[src/rtl/mem_loader.sv]
// Burst loader: streams n words into BRAM port A from startaddr,
// keeping a running mod-2^DATA_W checksum and pulsing done at the end.
module mem_loader #(
    parameter int ADDR_W = 8,
    parameter int DATA_W = 16,
    parameter int CNT_W  = 8
) (
    input  logic              mclk,
    input  logic              reset,
    input  logic              start,
    input  logic [ADDR_W-1:0] startaddr,
    input  logic [CNT_W-1:0]  n,
    input  logic              in_valid,
    input  logic [DATA_W-1:0] in_data,
    output logic              in_ready,
    output logic [ADDR_W-1:0] addra,
    output logic [DATA_W-1:0] dina,
    output logic              wea,
    output logic [CNT_W-1:0]  count,
    output logic [DATA_W-1:0] sum,
    output logic              busy,
    output logic              done
);

    typedef enum logic [1:0] {
        IDLE,
        LOAD,
        FINISH
    } state_t;

    state_t            state;
    logic [ADDR_W-1:0] base;
    logic [CNT_W-1:0]  len;
    logic [CNT_W:0]    count_inc;

    // One extra bit so a 2^CNT_W-1 word burst compares without overflow
    assign count_inc = {1'b0, count} + {{CNT_W{1'b0}}, 1'b1};

    always_ff @(posedge mclk) begin
        if (reset) begin
            state    <= IDLE;
            base     <= '0;
            len      <= '0;
            in_ready <= 1'b0;
            wea      <= 1'b0;
            busy     <= 1'b0;
            done     <= 1'b0;
            addra    <= '0;
            dina     <= '0;
            count    <= '0;
            sum      <= '0;
        end else begin
            wea  <= 1'b0;
            done <= 1'b0;
            unique case (state)
                IDLE: begin
                    if (start) begin
                        base  <= startaddr;
                        len   <= n;
                        count <= '0;
                        sum   <= '0;
                        busy  <= 1'b1;
                        if (n != '0) begin
                            state    <= LOAD;
                            in_ready <= 1'b1;
                        end else begin
                            state <= FINISH;
                        end
                    end
                end
                LOAD: begin
                    if (in_valid && in_ready) begin
                        wea   <= 1'b1;
                        addra <= base + ADDR_W'(count);
                        dina  <= in_data;
                        count <= count_inc[CNT_W-1:0];
                        sum   <= sum + in_data;
                        if (count_inc == {1'b0, len}) begin
                            in_ready <= 1'b0;
                            state    <= FINISH;
                        end
                    end
                end
                FINISH: begin
                    done     <= 1'b1;
                    busy     <= 1'b0;
                    in_ready <= 1'b0;
                    state    <= IDLE;
                end
                default: state <= IDLE;
            endcase
        end
    end

endmodule

[config.mk]
export PLATFORM = sky130hd
export DESIGN_NAME = mem_loader
export DESIGN_NICKNAME = d
export VERILOG_FILES = /design/src/rtl/mem_loader.sv
export SDC_FILE = /design/constraint.sdc
export NUM_CORES = 1
export LEC_CHECK = 0
export ABC_AREA = 1
export CAP_MARGIN = 20
export CORE_MARGIN = 3
export CORE_UTILIZATION = 51
export CTS_CLUSTER_DIAMETER = 60
export DETAILED_ROUTE_END_ITERATION = 10
export GPL_TIMING_DRIVEN = 0
export HOLD_SLACK_MARGIN = 0.03
export PLACE_DENSITY = 0.81
export REMOVE_ABC_BUFFERS = 1
export SLEW_MARGIN = 20
export SYNTH_ARGS = -nofsm -noshare
export SYNTH_HDL_FRONTEND = slang
export SYNTH_SLANG_ARGS = --single-unit
[constraint.sdc]
create_clock -name mclk -period 2.4 [get_ports mclk]
set_clock_uncertainty 0.1 [all_clocks]
set_input_delay 0.24 -clock mclk [delete_from_list [all_inputs] [get_ports mclk]]
set_output_delay 0.24 -clock mclk [all_outputs]
set_load 0.1 [all_outputs]
==> results.toml <==
[grt]
overflow = 0
grtUsageTotal_pct = 25.5
grt_pass1_wl_um = 17700
antenna_found_initial = 0
grt_pass1_vias = 3685
grt_max_degree = 43

[routing]
drt_wl_total_um = 10900
vias = 3971
ant_nets = 0
drc = 0
route.met3.wl_um = 704
drtIter0Drc = 260
highest_layer = "met4"
dr_wl_met2_um = 5080
routedWlPerCell_um = 14.5
viasPerCell = 5.29
wl_met1_um = 4930
first_pass_iters = 4

[setup_path]
worstPathCellList = "clkdlybuf4s50_1"
max_stage_delay_ns = 1.18
cp.arrival_ns = 1.98
crit_path_start_kind = "flip-flop"
rrSetupSlack_ns = 0.20
crit_path_end_kind = "output pin"
worstPathMaxFanout = 6
crit_required_ns = 2.06
crit_slowest_cell = "clkdlybuf4s50_1"
rr_worst_depth = 11
crit_type = "flip-flop to output pin"
critical_path.top_delay_family = "buffers and inverters"
timing.rr.end = "addra[6]"
cp_num_buf_inv = 1
r2r_start = "count[0]"

[layout]
utilization_pct = 71.0
filler_cell_count = 623
stdcell_count = 751
area_delta_synth_final_pct = 33.7
fin_area_um2 = 5180
final_nets = 714
drive_above_1_share_pct = 7.36
antenna_cells = 0

[clock_tree]
cts-root-buf = "clkbuf_8"
cts_buffers = 9
htree_levels = 3
clockBufferDepth = 2
cts_tree = "done"
clock_latency_ns = 0.34
clk_pin_slew_ns = 0.07
cts_sinks = 70

[die]
coreArea_um2 = 7290
dieArea_um2 = 8680
row_count = 31
die_w_um = 93.2
fp.dieH_um = 93.2
start_util_pct = 53.1
pin_count = 88

[sta]
finalCritPeriodShare_pct = 96.6
tightest_slew_ns = 1.01
fin_crit_ns = 2.32
slew_viol_final = 0
slew_headroom_pct = 32.8
setup-violations-final = 0
clock.fmax_ghz = 0.431
finalHoldViolations = 0

[placed_design]
portBuffers = 87
dp.cells = 723
placed_area_um2 = 4810
dp_hpwl_um = 7450
gp_congestion = 0.905

[synth]
netlist.area_leader.share_pct = 36.2
syn_area_um2 = 3870
yosysTopAreaCell = "dfxtp_1"
ys_seq_area_share_pct = 36.2
synth-main-ff-cell = "dfxtp_1"
yosysWarningCount = 0
synth_cell_types = 36
syn_inst = 554
synth_edf_count = 0
synth_area_leaders = "dfxtp_1, nand2_1, ha_1"
ys_ff_latch = 70
syn_avg_cell_area_um2 = 6.99
synthArstFlopShare_pct = 0

[outcome]
status = "finished clean"

[pwr]
p_leak_nw = 2.34
power.density_nw_per_um2 = 579
peakVddDrop_mv = 0.418

[job]
cap_violations = 0

[min_path]
hold_class = "input port to flip-flop"
hold_end = "count[2]"
min_from = "reset"
hold_path_depth = 2
-- cells in the final DEF, fill, tap and decap left out, types with 5 or more instances in the layout --
master	instances
clkbuf_8	11
o21ai_0	48
a211oi_1	5
dfxtp_1	70
o21bai_1	7
clkdlybuf4s50_1	83
or2_2	5
inv_1	57
a21oi_1	55
xor2_1	5
nand2_1	95
buf_4	8
ha_1	27
nand3_1	33
nand4_1	5
nor2_1	82
a21boi_0	6
-- through the flow --
step                      setup WS (ns)  power (W)  hold slack, ns  TNS, ns
after global routing           -0.00909    0.00312           0.337  -0.0160
final                            0.0813    0.00300           0.317        0
after CTS                        0.0144    0.00297           0.305        0
after global placement            -2.64    0.00198           0.357   -98.51
after detailed placement          -1.12    0.00200           0.364   -24.87
after floorplan                   -1.28    0.00178           0.209   -37.55
-- worst register-to-register path, delay by kind of cell (launching register included) --
family / cells / cell delay (ns)
buffers and inverters: 3 / 0.19
adder cells (fa/ha/maj): 2 / 0.66
AND/OR/NAND/NOR: 2 / 0.11
flip-flops: 1 / 0.46
AO/OA/AOI/OAI: 4 / 0.58
-- how the worst max path moves through the flow --
stage	from	endpoint	slack, ns	cells after the start
5_1_grt	state[1]	count[2]	-0.009	11
3_3_place_gp	in_valid	sum[2]	-2.64	8
3_5_place_dp	state[1]	sum[2]	-1.12	9
4_1_cts	count[2]	count[2]	0.01	1
6_report	count[0]	count[0]	0.08	1
2_1_floorplan	in_ready	count[2]	-1.28	8
-- metal layers --
layer  vias up  GRT usage (%)
li1       2027              -
met1      1813           35.0
met2       114           40.3
met3        17           4.91
met4         0           8.55
met5         -              0
-- synthesized netlist by cell type (6+ instances only) --
master	n
nand2_1	96
nor2_1	83
dfxtp_1	70
inv_1	59
a21oi_1	56
o21ai_0	49
nand3_1	33
ha_1	27
clkbuf_1	12
o21bai_1	7
a21boi_0	6
-- sequential cells by signal, summed over array words and instances (netlist names) --
name and flops:
addra 8, base 8, busy 1, count 8, dina 16, done 1
in_ready 1, len 8, state 2, sum 16, wea 1
-- logic make-up (layout without fill, tap and decap cells) --
| family | Yosys count | count (layout) | share of synthesized area, % |
|---|---|---|---|
| DFF | 70 | 70 | 36.2 |
| adders and majority gates | 29 | 29 | 9.75 |
| AOI/OAI and AO/OA | 131 | 132 | 18.6 |
| buffers and inverters | 79 | 175 | 7.98 |
| xor gates and xnor gates | 7 | 7 | 1.58 |
| and+or+nand+nor | 238 | 239 | 25.9 |
-- final cells by class --
class                           count  area (um2)  share of cell area [%]
Tap cell                           99         124                    2.39
Inverter                           61         233                    4.49
Timing Repair Buffer               99        1010                    19.5
Clock inverter                      1        30.0                   0.580
Multi-Input combinational cell    407        2220                    42.8
Clock buffer                       13         159                    3.07
Sequential cell                    70        1400                    27.1
Timing Repair inverter              1        5.00                  0.0967
-- power breakdown --
part / internal (W) / leakage (nW) / total [W] / switching [W]
Combinational: 0.000254 / 1.67 / 0.000775 / 0.000522
Sequential: 0.00123 / 0.570 / 0.00127 / 0.0000439
Clock: 0.000527 / 0.0956 / 0.000953 / 0.000426
Total: 0.00201 / 2.34 / 0.00300 / 0.000991
-- repair_timing --
item,CTS,global route
cloned,3,0
hold buffers,0,0
endpoints found under the setup margin,24,39
pin swaps,2,3
hold endpoints to repair,0,0
resized for setup,6,5
buffers inserted,5,6
Note: power is estimated with default switching activity, not from simulation.
